$ cat src/rtl/pipe_ctrl_pkg.sv
// Shared types and constants for the pipeline control path: controller states,
// the hardwired-zero register index and default multiply/fetch timing.
package pipe_ctrl_pkg;

  typedef enum logic [1:0] {
    StRun,
    StMulw,
    StDone
  } ctrl_state_e;

  localparam logic [4:0] REG_ZERO = 5'd0;

  localparam int unsigned MulLatDefault      = 4;
  localparam int unsigned ImemTimeoutDefault = 64;

endpackage

$ cat src/rtl/hazard_detect.sv
// Load-use hazard compare: the load in EX writes a register the instruction in ID reads.
module hazard_detect
  import pipe_ctrl_pkg::*;
(
  input  logic [4:0] id_rs_i,
  input  logic [4:0] id_rt_i,
  input  logic [4:0] ex_rt_i,
  input  logic       ex_mem_read_i,
  output logic       load_use_o
);

  assign load_use_o = ex_mem_read_i && (ex_rt_i != REG_ZERO) &&
                      ((ex_rt_i == id_rs_i) || (ex_rt_i == id_rt_i));

endmodule

$ cat src/rtl/pipe_hazard_ctrl.sv
// Stall/flush controller for the 5-stage pipeline: load-use stalls, redirects,
// fetch wait states, multi-cycle multiply sequencing, fetch timeout and stall counting.
module pipe_hazard_ctrl
  import pipe_ctrl_pkg::*;
#(
  parameter int unsigned MUL_LAT      = MulLatDefault,
  parameter int unsigned IMEM_TIMEOUT = ImemTimeoutDefault,
  parameter int unsigned CNT_W        = 32
) (
  input  logic             clk,
  input  logic             rst,
  input  logic [4:0]       idRs,
  input  logic [4:0]       idRt,
  input  logic [4:0]       exRt,
  input  logic             exMemRead,
  input  logic             exMulStart,
  input  logic             branchTaken,
  input  logic             jump,
  input  logic             imemReady,
  output logic             pcLd,
  output logic             ifidLd,
  output logic             ifidFlush,
  output logic             idexLd,
  output logic             idexFlush,
  output logic             exmemFlush,
  output logic             fetchErr,
  output logic [CNT_W-1:0] stallCycles
);

  localparam int unsigned CntW  = $clog2(MUL_LAT);
  localparam int unsigned WaitW = $clog2(IMEM_TIMEOUT) + 1;
  localparam logic [WaitW-1:0] WaitMax = WaitW'(IMEM_TIMEOUT - 1);

  ctrl_state_e      state_q, state_d;
  logic [CntW-1:0]  cnt_q, cnt_d;
  logic [WaitW-1:0] wait_cnt_q, wait_cnt_d;
  logic             fetch_err_q, fetch_err_d;
  logic [CNT_W-1:0] stall_cycles_q, stall_cycles_d;

  logic load_use, mul_hold, fetch_wait;
  logic pc_ld, ifid_ld, ifid_flush, idex_ld, idex_flush, exmem_flush;

  hazard_detect u_hazard_detect (
    .id_rs_i       (idRs),
    .id_rt_i       (idRt),
    .ex_rt_i       (exRt),
    .ex_mem_read_i (exMemRead),
    .load_use_o    (load_use)
  );

  // DONE ignores exMulStart: the finished multiply is still in EX for that cycle.
  assign mul_hold = (state_q == StMulw) || ((state_q == StRun) && exMulStart);

  always_comb begin
    pc_ld       = 1'b1;
    ifid_ld     = 1'b1;
    ifid_flush  = 1'b0;
    idex_ld     = 1'b1;
    idex_flush  = 1'b0;
    exmem_flush = 1'b0;
    fetch_wait  = 1'b0;
    if (rst) begin
      pc_ld   = 1'b0;
      ifid_ld = 1'b0;
      idex_ld = 1'b0;
    end else if (mul_hold) begin
      pc_ld       = 1'b0;
      ifid_ld     = 1'b0;
      idex_ld     = 1'b0;
      exmem_flush = 1'b1;
    end else if (load_use) begin
      pc_ld      = 1'b0;
      ifid_ld    = 1'b0;
      idex_ld    = 1'b0;
      idex_flush = 1'b1;
    end else if (branchTaken || jump) begin
      ifid_ld    = 1'b0;
      ifid_flush = 1'b1;
    end else if (!imemReady) begin
      pc_ld      = 1'b0;
      ifid_ld    = 1'b0;
      ifid_flush = 1'b1;
      fetch_wait = 1'b1;
    end
  end

  always_comb begin
    state_d = state_q;
    cnt_d   = cnt_q;
    case (state_q)
      StRun: begin
        if (exMulStart) begin
          cnt_d   = CntW'(MUL_LAT - 2);
          state_d = (MUL_LAT > 2) ? StMulw : StDone;
        end
      end
      StMulw: begin
        cnt_d = cnt_q - 1'b1;
        if (cnt_q == CntW'(1)) state_d = StDone;
      end
      StDone:  state_d = StRun;
      default: state_d = StRun;
    endcase
  end

  always_comb begin
    wait_cnt_d = wait_cnt_q;
    if (imemReady) begin
      wait_cnt_d = '0;
    end else if (fetch_wait && (wait_cnt_q != WaitMax)) begin
      wait_cnt_d = wait_cnt_q + 1'b1;
    end
    // wait_cnt saturates at WaitMax, so equality means the timeout was reached.
    fetch_err_d    = fetch_err_q | (fetch_wait && (wait_cnt_q == WaitMax));
    stall_cycles_d = stall_cycles_q;
    if (!pc_ld && (stall_cycles_q != {CNT_W{1'b1}})) begin
      stall_cycles_d = stall_cycles_q + 1'b1;
    end
  end

  always_ff @(posedge clk or posedge rst) begin
    if (rst) begin
      state_q        <= StRun;
      cnt_q          <= '0;
      wait_cnt_q     <= '0;
      fetch_err_q    <= 1'b0;
      stall_cycles_q <= '0;
    end else begin
      state_q        <= state_d;
      cnt_q          <= cnt_d;
      wait_cnt_q     <= wait_cnt_d;
      fetch_err_q    <= fetch_err_d;
      stall_cycles_q <= stall_cycles_d;
    end
  end

  assign pcLd        = pc_ld;
  assign ifidLd      = ifid_ld;
  assign ifidFlush   = ifid_flush;
  assign idexLd      = idex_ld;
  assign idexFlush   = idex_flush;
  assign exmemFlush  = exmem_flush;
  assign fetchErr    = fetch_err_q;
  assign stallCycles = stall_cycles_q;

endmodule
$ cat config.mk
export PLATFORM = sky130hd
export DESIGN_NAME = pipe_hazard_ctrl
export DESIGN_NICKNAME = d
export VERILOG_FILES = /design/src/rtl/pipe_ctrl_pkg.sv /design/src/rtl/hazard_detect.sv /design/src/rtl/pipe_hazard_ctrl.sv
export SDC_FILE = /design/constraint.sdc
export NUM_CORES = 1
export LEC_CHECK = 0
export CORE_MARGIN = 5
export CORE_UTILIZATION = 60
export DETAILED_ROUTE_END_ITERATION = 6
export DONT_BUFFER_PORTS = 1
export GPL_TIMING_DRIVEN = 0
export MAX_ROUTING_LAYER = met4
export PLACE_DENSITY_LB_ADDON = 0.08
export SYNTH_ARGS = -nofsm -noshare
export SYNTH_HDL_FRONTEND = slang
export SYNTH_HIERARCHICAL = 1
export SYNTH_SLANG_ARGS = --single-unit
$ cat constraint.sdc
create_clock -name clk -period 3.3 [get_ports clk]
set_input_delay 0.33 -clock clk [delete_from_list [all_inputs] [get_ports clk]]
set_output_delay 0.33 -clock clk [all_outputs]
set_load 0.005 [all_outputs]
==> results.cfg <==
[status]
outcome = finished, final reports clean

[yosys]
post_synth_num_cell_types = 35
synth_top_area_share_pct = 47.7
ys_seq_elements = 44
synth_area_mm2 = 0.00231
synth_top_family_by_area = simple AND/OR/NAND/NOR gates
synthAdderAreaFrac_pct = 1.63
synth.largest_area_cell = dfrtp_1
synth-simple-area-share_pct = 26.7
synth_xor_area_share_pct = 16.3
synth_compound_area_share_pct = 4.02
ys_seq_area_share_pct = 47.7
synth_area_per_cell_um2 = 10.5
yosys_warnings = 6
syn_nets = 244
netlist_instances = 219
muxShareOfSynthArea_pct = 1.84
synth_area_leaders = dfrtp_1 (48%), xnor2_1 (12%), nand4_1 (4.6%), xor2_1 (4.2%), nand3_1 (3.7%)

[finish]
area_growth_pct = 6.29
final_common_cell = dfrtp_1
antennaDiodeCount = 0
final_util_pct = 66.5
final_cell_mix = dfrtp_1 (44), xnor2_1 (32), nand3_1 (17), nor2_1 (17), nand4_1 (17)
drive_gt1_share_pct = 9.69
n_fill_cell = 300
nets = 251

[timing]
hold_violations = 0
setup_viol = 0
worst_pin_slew_ns = 0.902
holdWs_ns = 0.110
fin_setup_tns_ns = 0
finClkSkew_ns = 0.00518
period_minus_slack_ns = 2.23
slew_headroom_pct = 39.8
final_max_slew_viol_count = 0
rsz0062_at_grt = no
min_period_over_period_pct = 67.6
fmax_ghz = 0.448

[placed_design]
dp_hpwl_um = 3670
io_buffers = 0
gp_congestion = 0.825

[die]
dieWidth_um = 72.0
die_h_um = 72.0
row_count = 22
ios = 61
initial_utilization_pct = 62.5
dieArea_mm2 = 0.00518
coreArea_mm2 = 0.00369

[power_and_ir_drop]
worst_ir_drop_vdd_v = 0.000469
p_seq_share_pct = 54.8
swShare_pct = 31.4
p_clk_share_pct = 25.7
powerDensity_mw_per_mm2 = 520
p_leak_nw = 0.982
p_sw_mw = 0.400
p_comb_share_pct = 19.5
power_mw = 1.28
intPower_mw = 0.875

[drt]
via_per_inst = 6.01
drtPass1Iterations = 4
avgRoutedWirePerCell_um = 17.5
drtAntennaViolNets = 0
drc = 0
drt_iter0_markers = 91
dr_total_vias = 1653
wl_um = 4810

[grt]
grtUsageMet1_pct = 23.2
grt_pass1_vias = 1779
grt-ovfl-total = 0
grt.busiest_layer = met2
met2_usage_pct = 35.6
use_met3_pct = 5.96
grt_usage_pct = 20.7
grt_pass1_wl_um = 8310
antenna_found_initial = 0
grt_max_degree = 46

[critical_path]
cp-start-kind = input port
end_kind = flip-flop
crit_type = in -> reg
crit_path_cell_trace = or4_1 > o21ai_1 > a21oi_1 > nor4_4 > nor2_1 > nand4_1 > mux2i_1
r2r_slack_ns = 1.20
rr_worst_depth = 6
cp_slowest_cell = nor4_4
crit_arrival_ns = 2.46
crit_fanout = 8
critPathMaxStageDelay_ns = 0.68
reg2reg_to = stallCycles[18]$_DFFE_PP0P_
reg2reg_from = stallCycles[0]$_DFFE_PP0P_
cp.required_ns = 3.53

[clocking]
clk_latency_ns = 0.29
cts.path.max_buffers = 2
cts_setup_buffers = 0
ctsResizeCount = 0
cts_hold_buf = 0
ctsRootBufferMaster = clkbuf_8
tritoncts = built
clock_sinks = 44
htree_levels = 2
numCtsBuffers = 5
cts.clk_slew.worst_paths_ns = 0.08

[run]
maxCapViolations = 0

[worst_hold_path]
hp-class = in -> async
[worst max path at each step]
| stage | startpoint | slack (ns) | end |
|---|---|---|---|
| after floorplan | exRt[1] | 1.06 | stallCycles[4]$_DFFE_PP0P_ |
| after global placement | exRt[1] | 0.86 | stallCycles[31]$_DFFE_PP0P_ |
| after detailed placement | exRt[1] | 0.75 | stallCycles[31]$_DFFE_PP0P_ |
| after CTS | exRt[1] | 1.06 | stallCycles[31]$_DFFE_PP0P_ |
| after global routing | exRt[1] | 0.97 | stallCycles[31]$_DFFE_PP0P_ |
| final | exRt[1] | 1.07 | stallCycles[31]$_DFFE_PP0P_ |
[worst max-delay path: cells and delay by family]
kind	cells	cell delay [ns]
compound gates	2	0.28
mux	1	0.18
simple gates	4	1.67
[through the flow]
step                setup slack [ns]  area [um2]  cells
floorplan                       1.06        2310    219
global placement               0.857        2370    267
detailed placement             0.754        2370    267
CTS                             1.06        2450    275
global route                   0.966        2450    275
finish                          1.07        2450    275
[power groups by stage]
stage / registers, mW / logic (mW) / clock network (mW)
3_5_place_dp: 0.709 / 0.254 / 0
6_report: 0.699 / 0.249 / 0.328
4_1_cts: 0.699 / 0.254 / 0.336
5_1_grt: 0.713 / 0.282 / 0.362
2_1_floorplan: 0.686 / 0.209 / 0
3_3_place_gp: 0.702 / 0.234 / 0
[routing by layer]
layer | part of all wire [%] | wire [um] | vias to the layer above
met5 | 0 | 0 | -
met3 | 5.2 | 250 | 8
met4 | 1.4 | 67 | 0
met1 | 41 | 1970 | 810
met2 | 53 | 2530 | 40
li1 | - | - | 795
[flip-flops by register name (all words and copies together), names as in the netlist]
| name | count |
|---|---|
| state_q | 2 |
| wait_cnt_q | 7 |
| stallCycles | 32 |
| cnt_q | 2 |
| fetchErr | 1 |
[cells in the mapped netlist (all sizes together)]
cell type   n
dfrtp      44
xnor2      32
nand3      17
nand4      17
nor2       17
nand2      12
and3       11
xor2       11
nor3       10
nor4        8
a21oi       6
inv         6
and2        3
ha          3
o21ai       3
and4        2
buf         2
mux2        2
mux2i       2
nor3b       2
a211o       1
a21boi      1
a31o        1
nand2b      1
o21ba       1
o21bai      1
or2         1
or2b        1
or4         1
[cells by family after synthesis]
logic type / Yosys count
AOI/OAI and AO/OA: 14
xor gates and xnor gates: 43
adders and majority gates: 3
buffers and inverters: 8
DFF: 44
muxes: 4
and+or+nand+nor: 103
[final cells by class]
cell class | count | area [um2] | area share, %
multi-input combinational | 167 | 1170 | 47.6
buffer | 2 | 16.3 | 0.664
clock buffer | 7 | 76.3 | 3.11
sequential | 44 | 1100 | 44.9
clock inverter | 1 | 8.76 | 0.357
inverter | 6 | 22.5 | 0.919
tap | 48 | 60.1 | 2.45
Power figures use the tool's default switching activity.
